[src/rtl/pipe_pkg.sv]
// rtl/pipe_pkg.sv - shared constants and slot/field types for the pipeline register chain
package pipe_pkg;

    localparam int PIPE_WIDTH = 128;

    // A bubble is all zero so every packed control field decodes as nop with WEN/dWEN/dREN clear.
    localparam logic                  PIPE_BUBBLE_BIT = 1'b0;
    localparam logic [PIPE_WIDTH-1:0] PIPE_BUBBLE     = '0;

    typedef struct packed {
        logic                  valid;
        logic [PIPE_WIDTH-1:0] payload;
    } pipe_slot_t;

    typedef struct packed {
        logic [31:0] pc;
        logic [31:0] instr;
    } if_id_t;

    typedef struct packed {
        logic        wen;
        logic        dwen;
        logic        dren;
        logic [4:0]  rd;
        logic [31:0] opa;
        logic [31:0] opb;
    } id_ex_t;

    typedef struct packed {
        logic        wen;
        logic        dwen;
        logic        dren;
        logic [4:0]  rd;
        logic [31:0] alu;
        logic [31:0] store_data;
    } ex_mem_t;

    typedef struct packed {
        logic        wen;
        logic [4:0]  rd;
        logic [31:0] wdata;
    } mem_wb_t;

endpackage

[src/rtl/pipe_stage_chain_if.sv]
// rtl/pipe_stage_chain_if.sv - handshake and slot-observation bundle of the pipeline register chain
interface pipe_stage_chain_if #(
    parameter int STAGES = 4,
    parameter int WIDTH  = 128
);
    logic                      in_valid;
    logic [WIDTH-1:0]          in_data;
    logic                      in_ready;
    logic [STAGES-1:0]         hold;
    logic [STAGES-1:0]         flush;
    logic [STAGES-1:0]         stage_valid;
    logic [STAGES*WIDTH-1:0]   stage_data;
    logic                      out_fire;

    modport master (
        output in_valid, in_data, hold, flush,
        input  in_ready, stage_valid, stage_data, out_fire
    );

    modport slave (
        input  in_valid, in_data, hold, flush,
        output in_ready, stage_valid, stage_data, out_fire
    );
endinterface

[src/rtl/pipe_slot.sv]
// rtl/pipe_slot.sv - one pipeline register slot: flush beats freeze, freeze beats bubble/load
module pipe_slot
    import pipe_pkg::*;
#(
    parameter int WIDTH = 128
) (
    input  logic             CLK,
    input  logic             nRST,
    input  logic             freeze,
    input  logic             flush,
    input  logic             bubble_sel,
    input  logic             prev_valid,
    input  logic [WIDTH-1:0] prev_data,
    output logic             q_valid,
    output logic [WIDTH-1:0] q_data
);

    always_ff @(posedge CLK or negedge nRST) begin
        if (!nRST) begin
            q_valid <= 1'b0;
            q_data  <= {WIDTH{PIPE_BUBBLE_BIT}};
        end else if (flush) begin
            q_valid <= 1'b0;
            q_data  <= {WIDTH{PIPE_BUBBLE_BIT}};
        end else if (!freeze) begin
            if (bubble_sel) begin
                q_valid <= 1'b0;
                q_data  <= {WIDTH{PIPE_BUBBLE_BIT}};
            end else begin
                q_valid <= prev_valid;
                q_data  <= prev_data;
            end
        end
    end

endmodule

[src/rtl/pipe_stage_chain.sv]
// rtl/pipe_stage_chain.sv - STAGES-deep pipeline register chain with hold/flush/bubble control
// and saturating stall/bubble/flush performance counters.
module pipe_stage_chain
    import pipe_pkg::*;
#(
    parameter int STAGES = 4,
    parameter int WIDTH  = 128,
    parameter int CNT_W  = 16
) (
    input  logic             CLK,
    input  logic             nRST,
    pipe_stage_chain_if.slave bus,
    input  logic             cnt_clr,
    output logic [CNT_W-1:0] stall_cnt,
    output logic [CNT_W-1:0] bubble_cnt,
    output logic [CNT_W-1:0] flush_cnt
);

    logic [STAGES-1:0]       freeze;
    logic [STAGES-1:0]       bub_sel;
    logic [STAGES-1:0]       v_q;
    logic [STAGES*WIDTH-1:0] d_q;
    logic                    stall_ev;
    logic                    bubble_ev;
    logic                    flush_ev;

    // A slot is frozen when it or any older slot is held.
    always_comb begin
        freeze  = '0;
        bub_sel = '0;
        for (int s = 0; s < STAGES; s++) begin
            freeze[s] = |(bus.hold >> s);
        end
        for (int s = 1; s < STAGES; s++) begin
            bub_sel[s] = freeze[s-1] & ~freeze[s];
        end
    end

    for (genvar s = 0; s < STAGES; s++) begin : g_slot
        logic             prev_valid;
        logic [WIDTH-1:0] prev_data;

        if (s == 0) begin : g_head
            assign prev_valid = bus.in_valid;
            assign prev_data  = bus.in_data;
        end else begin : g_body
            assign prev_valid = v_q[s-1];
            assign prev_data  = d_q[(s-1)*WIDTH +: WIDTH];
        end

        pipe_slot #(.WIDTH(WIDTH)) u_slot (
            .CLK        (CLK),
            .nRST       (nRST),
            .freeze     (freeze[s]),
            .flush      (bus.flush[s]),
            .bubble_sel (bub_sel[s]),
            .prev_valid (prev_valid),
            .prev_data  (prev_data),
            .q_valid    (v_q[s]),
            .q_data     (d_q[s*WIDTH +: WIDTH])
        );
    end

    assign bus.in_ready    = ~freeze[0];
    assign bus.out_fire    = v_q[STAGES-1] & ~freeze[STAGES-1] & ~bus.flush[STAGES-1];
    assign bus.stage_valid = v_q;
    assign bus.stage_data  = d_q;

    assign stall_ev  = bus.in_valid & freeze[0];
    assign bubble_ev = |(bub_sel & ~bus.flush);
    assign flush_ev  = |(bus.flush & v_q);

    function automatic logic [CNT_W-1:0] bump(input logic [CNT_W-1:0] c, input logic ev);
        return (ev && (c != '1)) ? c + {{(CNT_W-1){1'b0}}, 1'b1} : c;
    endfunction

    always_ff @(posedge CLK or negedge nRST) begin
        if (!nRST) begin
            stall_cnt  <= '0;
            bubble_cnt <= '0;
            flush_cnt  <= '0;
        end else if (cnt_clr) begin
            stall_cnt  <= '0;
            bubble_cnt <= '0;
            flush_cnt  <= '0;
        end else begin
            stall_cnt  <= bump(stall_cnt, stall_ev);
            bubble_cnt <= bump(bubble_cnt, bubble_ev);
            flush_cnt  <= bump(flush_cnt, flush_ev);
        end
    end

endmodule
[src/flat_wrapper.sv]
// flat-port wrapper written by rule: the top's interface ports become plain ports
module pipe_stage_chain_flat import pipe_pkg::*;
#(
    parameter int STAGES = 4,
    parameter int WIDTH  = 128,
    parameter int CNT_W  = 16
)
  (CLK, nRST, cnt_clr, stall_cnt, bubble_cnt, flush_cnt, bus_in_valid, bus_in_data, bus_hold, bus_flush, bus_in_ready, bus_stage_valid, bus_stage_data, bus_out_fire);
  pipe_stage_chain_if #(.STAGES(STAGES), .WIDTH(WIDTH)) bus_i ();
  input  logic CLK;
  input  logic nRST;
  input  logic cnt_clr;
  output logic [CNT_W-1:0] stall_cnt;
  output logic [CNT_W-1:0] bubble_cnt;
  output logic [CNT_W-1:0] flush_cnt;
  input wire logic [$bits(bus_i.in_valid)-1:0] bus_in_valid;
  input wire logic [$bits(bus_i.in_data)-1:0] bus_in_data;
  input wire logic [$bits(bus_i.hold)-1:0] bus_hold;
  input wire logic [$bits(bus_i.flush)-1:0] bus_flush;
  output wire logic [$bits(bus_i.in_ready)-1:0] bus_in_ready;
  output wire logic [$bits(bus_i.stage_valid)-1:0] bus_stage_valid;
  output wire logic [$bits(bus_i.stage_data)-1:0] bus_stage_data;
  output wire logic [$bits(bus_i.out_fire)-1:0] bus_out_fire;
  assign bus_i.in_valid = bus_in_valid;
  assign bus_i.in_data = bus_in_data;
  assign bus_i.hold = bus_hold;
  assign bus_i.flush = bus_flush;
  assign bus_in_ready = bus_i.in_ready;
  assign bus_stage_valid = bus_i.stage_valid;
  assign bus_stage_data = bus_i.stage_data;
  assign bus_out_fire = bus_i.out_fire;
  pipe_stage_chain #(.STAGES(STAGES), .WIDTH(WIDTH), .CNT_W(CNT_W)) u_core (.CLK(CLK), .nRST(nRST), .bus(bus_i), .cnt_clr(cnt_clr), .stall_cnt(stall_cnt), .bubble_cnt(bubble_cnt), .flush_cnt(flush_cnt));
endmodule
[config.mk]
export PLATFORM = sky130hd
export DESIGN_NAME = pipe_stage_chain_flat
export DESIGN_NICKNAME = d
export VERILOG_FILES = /design/src/rtl/pipe_pkg.sv /design/src/rtl/pipe_stage_chain_if.sv /design/src/rtl/pipe_slot.sv /design/src/rtl/pipe_stage_chain.sv /design/src/flat_wrapper.sv
export SDC_FILE = /design/constraint.sdc
export NUM_CORES = 1
export LEC_CHECK = 0
export CAP_MARGIN = 10
export CORE_AREA = 3 3 275 277
export DETAILED_ROUTE_END_ITERATION = 7
export DIE_AREA = 0 0 278 280
export GPL_TIMING_DRIVEN = 0
export HOLD_SLACK_MARGIN = 0.02
export SLEW_MARGIN = 40
export SYNTH_ARGS = -nofsm -noshare
export SYNTH_HDL_FRONTEND = slang
export SYNTH_SLANG_ARGS = --single-unit
[constraint.sdc]
create_clock -name CLK -period 3.5 [get_ports CLK]
set_input_delay 0.7 -clock CLK [delete_from_list [all_inputs] [get_ports CLK]]
set_output_delay 0.7 -clock CLK [all_outputs]
set_load 0.05 [all_outputs]
* Word-level counts from Yosys, hierarchy flattened
Index checks and enable logic that the tools add are counted.
** Word-level totals
- Register bits :: 564
- Input port bits :: 140
- Output and inout port bits :: 566
- Word-level logic and storage cells :: 74
** Operators by class
- Add/sub/neg operators :: 3
- Equal/unequal tests :: 7
- Muxes and demuxes :: 28
- Bitwise gates (word level) :: 14
- Reduce and logical (&&, ||, !) cells :: 11
** Operator list (number)
- $mux 128 :: 11
- $mux 16 :: 6
- $add 16x1->16 const B :: 3
- $ne 16x16->1 const B :: 3
- $reduce_or 4->1 :: 3
- $mux 1 :: 11
- $and 4x4->4 :: 2
- $and 1x1->1 :: 6
- $ne 2x2->1 const B :: 3
- $reduce_bool 2->1 :: 3
- $not 1->1 :: 5
- $not 4->4 :: 1
- $logic_and 1x1->1 :: 3
- $reduce_or 3->1 :: 1
- $ne 2x1->1 const B :: 1
- $reduce_or 2->1 :: 1

* Longest topological paths before layout
Gate-level depths: netlist of run 1.
- Depth in word-level cells :: 8
- Mapped depth :: 8

* Cells and area by module
From an unflattened synthesis of run 1, not the netlist that was laid out.
** Unflattened totals
- Cells, all modules :: 1503
- Area, all modules :: 22049.9 um^2
** By module, submodules not included
- pipe_slot :: instances 4, cells an instance 303, area each 4833.4 um^2
- pipe_stage_chain :: instances 1, cells an instance 291, area each 2716.4 um^2

* Worst setup path before layout of run 1
OpenSTA, ideal clock, no wires.
- Path kind :: in2out
- Start point :: input port bus_hold[3]
- End point :: output port bus_in_ready
- Data arrival time :: 2200 ps
- Data required time :: 2800 ps
- Setup slack :: 600 ps
- Stages :: 5
- Buffers on the path :: 3
- Cell sequence :: buf_2 or4_1 clkbuf_1 inv_1 clkbuf_1
** On the way
- Cells in the longest elaborated chain, start to end :: 2
** RTL lines
- from (decl) :: line flat_wrapper.sv:18 : input wire logic [$bits(bus_i.hold)-1:0] bus_hold;
- $reduce_or 4->1 :: line pipe_stage_chain.sv:32 : freeze[s] = |(bus.hold >> s);
- $not 1->1 :: line pipe_stage_chain.sv:64 : assign bus.in_ready = ~freeze[0];
- to (decl) :: line flat_wrapper.sv:20 : output wire logic [$bits(bus_i.in_ready)-1:0] bus_in_ready;
No other way between the ends.

* Final worst setup path of run 1
- Start point :: input port bus_hold[1]
- End point :: output port bus_in_ready
Same word-level chain as after synthesis.

==> reports/metrics.cfg, run 1 <==
[setup_path]
r2r_end = u_core.flush_cnt[9]
path_cells = clkdlybuf4s50_1, or4_4, clkinvlp_4, clkdlybuf4s15_2
crit_arrival_ps = 2610
r2r_cells = 6
worstPathRequired_ps = 2800
path_buf_inv = 3
reg2reg_slack_ps = 1180
endpoint_kind = primary output
cp_max_fo = 13
crit_type = input pin to primary output
rr_startpoint = u_core.flush_cnt[3]
cp_slowest_cell = or4_4
cpPeakStageDelay_ps = 690
startpoint_type = input pin
cp_top_family = buffers and inverters

[pwr]
clkPwrFrac_pct = 48.9
irDropWorstVdd_v = 0.000317
seqPwrFrac_pct = 44.9
p_sw_mw = 3.45
swShare_pct = 23.5
p_int_mw = 11.2
powerDensity_nw_per_um2 = 454
p_leak_nw = 13.9
pwr-share-comb_pct = 6.2

[floorplan]
rows = 99
start_util_pct = 29.3
dieWidth_um = 278
die-area_um2 = 77800
die_y_um = 280
pin_count = 706
core-area_um2 = 73100

[placed_design]
gp_congestion = 0.912
post-place-ws_ps = -900
place_area_um2 = 30000
dp_hpwl_um = 64400
placedCellCount = 3423
numPortBuffers = 703

[global_routing]
overflow = 0
grt_usage_pct = 20.7
antenna_found_initial = 9
grt_pass1_vias = 18300
grt_max_degree = 78
grt_pass1_wl_um = 123000

[job]
maxCapViolCount = 0

[routing]
via_per_inst = 5.02
drtIter0Drc = 1100
drc_errors = 0
antenna_left = 0
vias = 17800
wl_per_cell_um = 23.4
firstDrtPassIters = 5
wl_um = 83000

[worst_hold_path]
holdPathStages = 1
hp-start = u_core.g_slot[3].u_slot.q_data[126]
holdPathEnd = u_core.g_slot[3].u_slot.q_data[126]
hp-class = register to register

[clock_tree]
cts_buffers = 67
clock_sinks = 564
clkLatencyLatePin_ps = 590
htreeDepth = 3
cts.clk_slew.worst_paths_ps = 60
clock-root-buffer = clkbuf_16
tritoncts = built
cts_buffer_depth = 3
postCtsSetupRepairBufs = 0

[yosys]
syn_area_per_cell_um2 = 12.3
synth_top_area_share_pct = 65.9
yosysWarnings = 0
ys_top_cells_by_area = dfrtp_1, a22o_1, nand2_1
synthCells = 1747
synth_area_um2 = 21400
synth_cell_types = 41
ys_seq_area_share_pct = 65.9
yosysTopAreaCell = dfrtp_1
synth_seq_cells = 564
syn_nets = 1890

[cells_and_area]
area_delta_synth_final_pct = 51.0
postLayoutCoreUtil_pct = 44.3
nets = 2675
design_area_um2 = 32300
final_common_cell = clkdlybuf4s50_1
finalNonFillerCells = 3543
drive_gt1_share_pct = 7.79
final_cell_mix = clkdlybuf4s50_1, dfrtp_1, a22o_1

[timing]
period_minus_slack_ps = 3310
hold_slack_ps = 500
clock-skew-final_ps = 28.7
setup_slack_ps = 193
rsz0062_at_grt = no
worst_pin_slew_ps = 938
min_period_over_period_pct = 94.5
maxClockFrequency_mhz = 302
setup_viol = 0
final_max_slew_viol_count = 0
relSlewSlack_pct = 36.9
finalHoldViolCount = 0

[status]
status = completed

## power by group through the flow
stage	Clock [mW]	Combinational [mW]	Sequential, mW
floorplan	0	0.220	6.84
global placement	0	0.868	6.73
detailed placement	0	0.925	6.72
CTS	7.38	0.930	6.60
global route	7.65	0.989	6.60
finish	7.18	0.913	6.60
## cell families (layout without fill, tap and decap cells)
kind of cell | Yosys count | after routing | synth area share, %
AOI/OAI and AO/OA | 574 | 574 | 20.7
adders and majority gates | 3 | 3 | 0.175
buffers and inverters | 156 | 989 | 2.98
DFF | 564 | 564 | 65.9
muxes | 29 | 29 | 1.51
other | 0 | 4 | 0
and+or+nand+nor | 421 | 421 | 8.75
## metal layers
layer	global-route usage, %	wire length [um]
met1	25.7	34100
met2	35.3	41000
met3	4.67	4940
met4	7.91	2970
met5	0	26
## metrics by stage
stage	power, mW	TNS [ps]
5_1_grt	15.2	0
3_5_place_dp	7.64	-12090
6_report	14.7	0
3_3_place_gp	7.60	-
4_1_cts	14.9	0
2_1_floorplan	7.06	0
## synthesized netlist by cell type
cell type / instances
ha_1: 3
o31ai_1: 8
o21bai_1: 2
and4_1: 3
a311oi_1: 1
nor4_2: 1
a22o_1: 389
or2_2: 2
or3b_2: 1
nor4_1: 12
nor3b_1: 3
nor3_1: 6
nand2_1: 278
buf_4: 4
o31a_1: 1
o2111ai_1: 1
nand3_1: 15
o311ai_0: 1
inv_1: 7
or4_1: 12
a2111oi_0: 4
nor2_1: 35
o21ai_0: 4
o41a_1: 1
nor4b_1: 4
dfrtp_1: 564
and2_1: 2
mux2i_1: 2
and3_1: 3
or3_1: 3
buf_2: 30
nand4_1: 12
mux2_2: 27
o311a_1: 1
a21oi_1: 147
nand4_2: 1
a211oi_1: 9
o41ai_1: 3
clkbuf_1: 115
nor2b_1: 28
o21a_1: 2
## worst max-delay path by stage
stage | from | to | slack [ps] | cells past startpoint
floorplan | bus_hold[3] | bus_in_ready | 600 | 5
global placement | nRST | u_core.g_slot[3].u_slot.q_data[87] | -22950 | 1
detailed placement | bus_hold[1] | bus_in_ready | -900 | 6
CTS | bus_hold[1] | bus_in_ready | 200 | 4
finish | bus_hold[1] | bus_in_ready | 190 | 4
global route | bus_hold[1] | bus_in_ready | 140 | 4
## sequential cells by signal (all words and copies together) (netlist names)
register / count
u_core.g_slot.u_slot.q_data: 512
u_core.bubble_cnt: 16
u_core.g_slot.u_slot.q_valid: 4
u_core.flush_cnt: 16
u_core.stall_cnt: 16
## layout make-up
| cell class | instances | area, um2 |
|---|---|---|
| multi-input cells | 1027 | 6700 |
| diodes | 4 | 10.0 |
| inverters | 7 | 30.0 |
| clock buffers | 93 | 1920 |
| clock inverters | 24 | 358 |
| plain buffers | 147 | 614 |
| repair buffers | 718 | 7400 |
| flip-flops and latches | 564 | 14100 |
| fillers | 6765 | 40700 |
| well taps | 959 | 1200 |
## timing repair
| item | CTS | global route |
|---|---|---|
| gates resized for setup | 5 | 0 |
| setup endpoints to repair | 1 | 0 |
| hold endpoints to repair | 20 | 0 |
| hold buffers | 1 | 0 |
No activity file was read; power rests on OpenSTA's default activity.
==> inputs of run 2 (changes only) <==
--- a/config.mk
+++ b/config.mk
@@ -11,6 +11,7 @@
 export DIE_AREA = 0 0 278 280
 export GPL_TIMING_DRIVEN = 0
 export HOLD_SLACK_MARGIN = 0.02
+export RECOVER_POWER = 50
 export SLEW_MARGIN = 40
 export SYNTH_ARGS = -nofsm -noshare
 export SYNTH_HDL_FRONTEND = slang
==> reports/metrics.cfg, run 2 (synthesis results as in run 1) <==
[status]
status = completed

[cells_and_area]
fillCellCount = 6782  ; +0.25%
regMostFlops = u_core.g_slot.u_slot.q_data
area_delta_synth_final_pct = 50.6
final_common_cell = dfrtp_1
nets = 2675  ; unchanged
final_cell_mix = dfrtp_1, clkdlybuf4s50_1, a22o_1
postLayoutCoreUtil_pct = 44.1  ; -0.12 points
drive_gt1_share_pct = 7.17  ; -0.62 points
largest_register_ffs = 512  ; unchanged

[routing]
drtIter0Drc = 1128  ; +2.5%
firstDrtPassIters = 5  ; unchanged
wl_um = 83100  ; about the same
via_per_inst = 5.03  ; +0.29%
dr_wl_met3_um = 5110  ; +3.3%
wl_met1_um = 34000  ; -0.39%
wl_per_cell_um = 23.5  ; +0.12%
vias = 17800  ; +0.26%
highest_layer = met5
antenna_left = 0  ; unchanged
drc_errors = 0  ; unchanged
dr_wl_met2_um = 40900  ; -0.27%

[clock_tree]
htreeDepth = 3  ; unchanged
clock-root-buffer = clkbuf_16
clkLatencyLatePin_ps = 590  ; about the same
clock_sinks = 564  ; unchanged
cts_buffers = 67  ; unchanged
cts_buffer_depth = 3  ; unchanged
cts.clk_slew.worst_paths_ps = 60  ; about the same
tritoncts = built

[floorplan]
start_util_pct = 29.3  ; unchanged
pin_count = 706  ; unchanged
die-area_um2 = 77800  ; unchanged
rows = 99  ; unchanged
die_y_um = 280  ; unchanged
core-area_um2 = 73100  ; unchanged
dieWidth_um = 278  ; unchanged

[setup_path]
crit_arrival_ps = 2640  ; +30 ps
r2r_end = u_core.flush_cnt[9]
crit_type = input pin to primary output
endpoint_kind = primary output
reg2reg_slack_ps = 580  ; -600 ps
worstPathRequired_ps = 2800  ; about the same
cp_max_fo = 13  ; unchanged
rr_startpoint = u_core.flush_cnt[0]
startpoint_type = input pin
r2r_cells = 7  ; +1

[timing]
setup_viol = 0  ; unchanged
rsz0062_at_grt = no
hold_slack_ps = 494  ; -6.09 ps
maxClockFrequency_mhz = 299  ; -1.1%
final_max_slew_viol_count = 0  ; unchanged
worst_pin_slew_ps = 1190  ; +251 ps
period_minus_slack_ps = 3340  ; +35.8 ps
finalHoldViolCount = 0  ; unchanged
finalSetupTns_ps = 0  ; unchanged
clock-skew-final_ps = 31.2  ; +2.55 ps
relSlewSlack_pct = 20.0  ; -17 points
min_period_over_period_pct = 95.5  ; +1.0 points
setup_slack_ps = 157  ; -35.8 ps

[global_routing]
grt_pass1_vias = 18300  ; unchanged
grt_usage_pct = 20.7  ; unchanged
antenna_found_initial = 10  ; +1
grt_max_degree = 78  ; unchanged
grt_pass1_wl_um = 123000  ; unchanged
overflow = 0  ; unchanged

[pwr]
p_leak_nw = 14.6  ; +4.8%
irDropWorstVdd_v = 0.000317  ; about the same
powerDensity_nw_per_um2 = 455  ; +0.26%

[placed_design]
dp_hpwl_um = 64400  ; unchanged
gp_congestion = 0.912  ; unchanged
numPortBuffers = 703  ; unchanged
post-place-ws_ps = -900  ; unchanged

[worst_hold_path]
hp-class = register to register
holdPathEnd = u_core.g_slot[2].u_slot.q_data[100]
holdPathStages = 1  ; unchanged
hp-start = u_core.g_slot[1].u_slot.q_data[100]

[job]
maxCapViolCount = 0  ; unchanged

-- run 2: cell type report --
| class | instances | area [um2] | area share [%] |
|---|---|---|---|
| Inverter | 7 | 30.0 | 0.0931 |
| Sequential cell | 564 | 14100 | 43.7 |
| Timing Repair Buffer | 718 | 7360 | 22.8 |
| Multi-Input combinational cell | 1027 | 6670 | 20.7 |
| Buffer | 147 | 604 | 1.87 |
| Clock buffer | 93 | 1920 | 5.96 |
| Tap cell | 959 | 1200 | 3.72 |
| Clock inverter | 24 | 358 | 1.11 |
| Antenna cell | 3 | 7.51 | 0.0233 |
-- run 2: report_power, final --
part	total (mW)	leakage [nW]	switching, mW	internal, mW
Combinational	0.902	5.59	0.610	0.292
Clock	7.20	1.12	2.81	4.38
Sequential	6.60	7.87	0.0387	6.56
-- run 2: what timing repair did --
item | 4_1_cts | 5_1_grt
gates resized for setup | 5 | 0
hold buffers | 1 | 0
endpoints found under the hold margin | 20 | 0
endpoints found under the setup margin | 1 | 0
setup buffers | 0 | 0
-- run 2: worst max-delay path by stage --
| stage | from | to | cells after the start |
|---|---|---|---|
| detailed placement | bus_hold[1] | bus_in_ready | 6 |
| CTS | bus_hold[1] | bus_in_ready | 4 |
| global route | bus_hold[2] | bus_in_ready | 4 |
| finish | bus_hold[2] | bus_in_ready | 4 |
| global placement | nRST | u_core.g_slot[3].u_slot.q_data[87] | 1 |
| floorplan | bus_hold[3] | bus_in_ready | 5 |
-- run 2: metal layers --
layer	global-route usage (%)	up-vias
met4	7.91	4
met5	0	-
met2	35.3	651
met1	25.7	9012
li1	-	8011
met3	4.67	154
-- run 2: critical path, stage by stage --
cell and delay (ps):
dlygate4sd3_1 650, or4_4 570, clkinvlp_4 270, clkdlybuf4s15_2 430
-- run 2: per-stage QoR --
stage,cells,total power [mW],instance area [um2]
floorplan,1747,7.06,21400
global placement,3409,7.60,29700
detailed placement,3423,7.64,30000
CTS,3539,14.9,32300
global route,3542,15.2,32300
finish,3542,14.7,32300
